**src/rtl/bcd_conv_arb.sv**
```systemverilog
// ============================================================================
// Module : bcd_conv_arb
// Shared shift-add-3 binary-to-BCD converter, two-requester round-robin arbiter.
// Rev    : 1.0
// ============================================================================
`default_nettype none

module bcd_conv_arb #(
    parameter int BIN_W   = 20,
    parameter int DIGITS  = 6,
    parameter int MAX_VAL = 999_999
) (
    input  logic                  sys_clk,
    input  logic                  sys_rst_n,
    input  logic                  req_a,
    input  logic [BIN_W-1:0]      bin_a,
    input  logic                  req_b,
    input  logic [BIN_W-1:0]      bin_b,
    output logic                  gnt_a,
    output logic                  gnt_b,
    output logic                  busy,
    output logic [4*DIGITS-1:0]   bcd_out,
    output logic                  bcd_id,
    output logic                  bcd_ovf,
    output logic                  bcd_valid
);

    localparam int          CNT_W     = $clog2(BIN_W + 1);
    localparam int          BCD_W     = 4 * DIGITS;
    localparam logic [31:0] c_max_val = 32'(MAX_VAL);

    typedef enum logic [0:0] {
        S_IDLE  = 1'b0,
        S_SHIFT = 1'b1
    } state_t;

    state_t             r_state;
    logic [CNT_W-1:0]   r_cnt;
    logic [BIN_W-1:0]   r_bin;
    logic [BCD_W-1:0]   r_dig;
    logic               r_ovf;
    logic               r_owner;
    logic               r_last_b;

    logic [BCD_W-1:0]       w_corr;
    logic [BCD_W+BIN_W-1:0] w_shift;
    logic                   w_pick_b;
    logic [BIN_W-1:0]       w_sel_bin;
    logic                   w_sel_ovf;

    // Correct every digit before the shift so a doubled digit >= 10 carries cleanly.
    always_comb begin
        w_corr = r_dig;
        for (int i = 0; i < DIGITS; i++) begin
            if (r_dig[4*i +: 4] > 4'd4)
                w_corr[4*i +: 4] = r_dig[4*i +: 4] + 4'd3;
        end
    end

    assign w_shift   = {w_corr, r_bin} << 1;
    assign w_pick_b  = req_b & (~req_a | ~r_last_b);
    assign w_sel_bin = w_pick_b ? bin_b : bin_a;
    assign w_sel_ovf = (32'(w_sel_bin) > c_max_val);

    always_ff @(posedge sys_clk or negedge sys_rst_n) begin
        if (!sys_rst_n) begin
            r_state   <= S_IDLE;
            r_cnt     <= '0;
            r_bin     <= '0;
            r_dig     <= '0;
            r_ovf     <= 1'b0;
            r_owner   <= 1'b0;
            r_last_b  <= 1'b1;
            gnt_a     <= 1'b0;
            gnt_b     <= 1'b0;
            busy      <= 1'b0;
            bcd_out   <= '0;
            bcd_id    <= 1'b0;
            bcd_ovf   <= 1'b0;
            bcd_valid <= 1'b0;
        end else begin
            gnt_a     <= 1'b0;
            gnt_b     <= 1'b0;
            bcd_valid <= 1'b0;
            case (r_state)
                S_IDLE: begin
                    if (req_a || req_b) begin
                        r_bin    <= w_sel_bin;
                        r_dig    <= '0;
                        r_ovf    <= w_sel_ovf;
                        r_owner  <= w_pick_b;
                        r_last_b <= w_pick_b;
                        gnt_a    <= ~w_pick_b;
                        gnt_b    <= w_pick_b;
                        busy     <= 1'b1;
                        r_cnt    <= '0;
                        r_state  <= S_SHIFT;
                    end
                end
                S_SHIFT: begin
                    r_dig <= w_shift[BCD_W+BIN_W-1:BIN_W];
                    r_bin <= w_shift[BIN_W-1:0];
                    r_cnt <= r_cnt + 1'b1;
                    if (r_cnt == CNT_W'(BIN_W - 1)) begin
                        bcd_out   <= r_ovf ? {DIGITS{4'h9}} : w_shift[BCD_W+BIN_W-1:BIN_W];
                        bcd_id    <= r_owner;
                        bcd_ovf   <= r_ovf;
                        bcd_valid <= 1'b1;
                        busy      <= 1'b0;
                        r_state   <= S_IDLE;
                    end
                end
                default: r_state <= S_IDLE;
            endcase
        end
    end

endmodule

`default_nettype wire

```
**config.mk**
```make
export PLATFORM = sky130hd
export DESIGN_NAME = bcd_conv_arb
export DESIGN_NICKNAME = d
export VERILOG_FILES = /design/src/rtl/bcd_conv_arb.sv
export SDC_FILE = /design/constraint.sdc
export NUM_CORES = 1
export LEC_CHECK = 0
export BUFFER_PORTS_ARGS = -buffer_cell sky130_fd_sc_hd__buf_2
export CORE_MARGIN = 10
export CORE_UTILIZATION = 50
export DETAILED_ROUTE_END_ITERATION = 8
export GPL_TIMING_DRIVEN = 0
export PLACE_DENSITY = 0.75
export SYNTH_ARGS = -nofsm -noshare
export SYNTH_HDL_FRONTEND = slang
export SYNTH_SLANG_ARGS = --single-unit
```
**constraint.sdc**
```tcl
create_clock -name sys_clk -period 1.5 [get_ports sys_clk]
set_clock_uncertainty 0.15 [all_clocks]
set_input_delay 0.075 -clock sys_clk [delete_from_list [all_inputs] [get_ports sys_clk]]
set_output_delay 0.075 -clock sys_clk [all_outputs]
set_load 0.005 [all_outputs]
```
==> summary.txt <==
Die
  – FP Rows: 32
  – Die ar.: 12100 um2
  – Die Width: around 110 um
  – # IOs: 74
  – Starting Density: approximately 52%
  – Die Y: 110 um
  – Core footprint: 7810 um2

Place
  – Routability cong.: about 0.85
  – Buffers on Ports: 72
  – Cell Area, Placed: 4600 um2
  – Detail Placement HPWL: 7500 um

Synth
  – #FFs+latches synth: just over 80
  – Register area share after synthesis: 51.1%
  – Synth Instances: 398
  – Top FF cell, synth: dfrtp_1
  – Synth Net Count: 449
  – Syn Std Cell Area: 4070 um2
  – EDFF count, synth: 0
  – Synth unique cells: 40
  – Post-synth ARST share: 100%
  – Syn_area_per_cell: 10.2 um2
  – Ys Warns: 0

Global routing
  – Vias in the first global route: 3922
  – GRT Total Usage: 19.9%
  – GRT overflow: 0
  – Largest net degree at the start of global routing: 63
  – First-pass GRT wire length: 19100 um
  – Initial antenna violation count: 0

Critical path
  – FF-to-FF setup slack: -110 ps
  – Data required, critical path: 1640 ps
  – Reg2Reg Launch Point: r_cnt[3]
  – Crit-path most repeated cell: nor2_2
  – Crit path launch type: flip-flop
  – Crit path capture type: flip-flop
  – CP max stage delay: 440 ps
  – CP max FO: 7
  – Kind of critical path: reg -> reg
  – Start point of the critical path: r_cnt[3]
  – CP Cell Sequence: nor2_2 -> nand4_4 -> inv_6 -> buf_8 -> nor2_2 -> a31oi_1
  – R2R cell count: 6
  – Crit path arrival time: 1750 ps
  – Crit path max-delay cell type: dfrtp_1
  – Reg2reg end: bcd_out[15]

STA
  – Setup WS post-layout: -114 ps
  – Final Cycle Share: 108%
  – Post-route minimum period: 1610 ps
  – Normalized max-slew margin: 61.5%
  – Unrepaired setup endpoints after global routing: yes
  – Setup TNS: -2880 ps
  – Max Slew Vio Count: 0
  – Slew @ Worst Pin: between 500 and 600 ps
  – Max Freq: 0.620 GHz
  – Min Hold Slack: -8.33 ps
  – Final setup fails: between 50 and 60
  – Final hold vios: 21

Clock network
  – Clock-pin slew on the worst setup and hold paths: 100 ps
  – CTS max path bufs: 2
  – Clk sink count: 83
  – CTS Buf Count: 9
  – TritonCTS clock tree: yes
  – H-tree depth: 3
  – Clk root buf: clkbuf_8
  – Clock Latency Late Sink: 370 ps

Outcome
  – Failing checks: negative hold slack, negative setup slack
  – Outcome: finished, violations left

Power
  – Clock Power Share: 17.0%
  – Logic pwr share: 48.4%
  – Peak VDD IR: approximately 0.00072 V
  – Pwr/cell area: 2070 nW/um2
  – P_sw: 4.59 mW
  – Seq pwr share: around a third
  – Sw Ratio: around two fifths
  – Leakage: 2.81 nW
  – Internal power: 7.32 mW

Drt
  – Met1 WL: 5120 um
  – Wirelength per Cell: roughly 20 um
  – Routed via count: 3712
  – Post-DRT Antenna Nets: 0
  – Starting DRC count in detailed routing: 285
  – Via density: 5.78
  – Met2 WL: 6460 um
  – Final wirelength: 12600 um
  – DRC Markers: 0
  – Highest metal used: met4
  – Met3 routed WL: 777 um
  – Drt pass-1 iters: 4

Layout
  – Share of cells above drive strength 1: 41.7%
  – Antenna cells: 0
  – Final instance area: about 5800 um2
  – Final nets: 586
  – Area Overhead vs Synth: 41.3%

Job
  – Max_cap viols: 0

Hold path
  – HP Class: in -> async
==> cell usage after synthesis, drive strengths merged (3+ instances only) <==
cell type	instances	area share [%]
a211oi	12	2.2
a21o	18	3.3
a21oi	26	3.2
a22o	18	3.9
a22oi	11	2.0
a31oi	7	1.1
buf	14	2.5
clkbuf	11	1.0
dfrtp	82	50
ha	7	2.2
inv	21	1.9
mux2i	30	7.4
nand2	32	3.0
nand3	3	0.37
nand4	3	0.61
nor2	37	3.7
nor3	7	0.86
nor3b	12	2.2
o21ai	22	2.7
xnor2	8	1.7
==> cells in the final DEF (no fill, tap or decap), types with 8 or more instances in the layout <==
cell,synthesis,routed
clkbuf_8,0,10
a211oi_1,12,12
nor3b_1,12,9
a21oi_2,0,8
nand2_1,32,29
dfrtp_1,82,82
dlygate4sd3_1,0,17
o21ai_0,22,10
buf_4,4,29
a22oi_1,11,8
a22o_1,18,18
mux2i_1,30,23
o21ai_1,0,10
a21oi_1,26,12
nor2_1,35,27
buf_2,7,77
inv_2,0,17
a21o_1,18,18
buf_6,1,10
==> how the worst max path moves through the flow <==
stage | endpoint | slack, ps | depth (start not counted)
3_3_place_gp | r_bin[16] | -440 | 1
5_1_grt | bcd_out[11] | -190 | 6
4_1_cts | bcd_out[19] | -110 | 6
6_report | bcd_out[15] | -110 | 6
3_5_place_dp | bcd_out[22] | -260 | 5
2_1_floorplan | r_dig[9] | 1 | 6
==> routing by layer <==
| metal | vias to the layer above | track usage, % |
|---|---|---|
| met2 | 134 | 34.1 |
| met4 | 0 | 8.62 |
| met3 | 19 | 3.77 |
| li1 | 1693 | - |
| met5 | - | 0 |
| met1 | 1866 | 23.9 |
==> metrics by stage <==
| stage | util [%] | worst slack [ps] | hold WS (ps) | instances | power [mW] |
|---|---|---|---|---|---|
| 5_1_grt | 73.7 | -191 | 41.1 | 642 | 12.5 |
| 2_1_floorplan | - | 1.17 | -371 | 398 | 6.61 |
| 4_1_cts | 69.9 | -112 | -11.8 | 631 | 10.7 |
| 6_report | 73.7 | -114 | -8.33 | 642 | 11.9 |
| 3_3_place_gp | 58.6 | -443 | 152 | 572 | 7.67 |
| 3_5_place_dp | 58.9 | -263 | -162 | 573 | 7.89 |
==> power by group through the flow <==
| stage | Clock [mW] | Combinational [mW] | Sequential (mW) |
|---|---|---|---|
| final | 2.02 | 5.76 | 4.12 |
| after global routing | 2.09 | 6.23 | 4.22 |
| after CTS | 2.00 | 4.72 | 3.95 |
| after global placement | 0 | 3.77 | 3.89 |
| after floorplan | 0 | 2.77 | 3.84 |
| after detailed placement | 0 | 3.93 | 3.96 |
==> cell families (layout without fill, tap and decap cells) <==
family / after synthesis / in the layout / share of synthesized area [%]
adder cells (fa/ha/maj): 7 / 7 / 2.15
AO/OA/AOI/OAI: 123 / 123 / 20.4
buffers and inverters: 46 / 188 / 5.41
XOR/XNOR: 9 / 9 / 1.94
AND/OR/NAND/NOR: 100 / 100 / 11.7
multiplexers: 30 / 30 / 7.38
flip-flops: 83 / 83 / 51.1
==> registers in the layout (all words and copies together) (netlist names) <==
register   count
bcd_id         1
bcd_out       24
bcd_ovf        1
bcd_valid      1
busy           1
gnt_a          1
gnt_b          1
r_bin         20
r_cnt          5
r_dig         24
r_last_b       1
r_ovf          1
r_owner        1
r_state        1
==> what timing repair did <==
action | in CTS | in global routing
pin swaps | 29 | 45
buffers inserted | 22 | 11
cloned | 3 | 1
endpoints found under the setup margin | 79 | 78
endpoints found under the hold margin | 92 | 0
gates resized for setup | 62 | 74
hold buffers | 17 | 0
==> layout make-up <==
class / instances / area, um2
Sequential cell: 83 / 2080
Clock buffer: 9 / 124
Fill cell: 505 / 2050
Clock inverter: 7 / 124
Tap cell: 102 / 128
Timing Repair Buffer: 126 / 883
Multi-Input combinational cell: 269 / 2130
Buffer: 25 / 201
Inverter: 21 / 83.8
==> worst max-delay path, delay by kind of cell (launching register included) <==
family | cells | cell delay, ps
buffers and inverters | 2 | 340
AO/OA/AOI/OAI | 1 | 160
flip-flops | 1 | 440
AND/OR/NAND/NOR | 3 | 440
No activity file was read; power rests on OpenSTA's default activity.
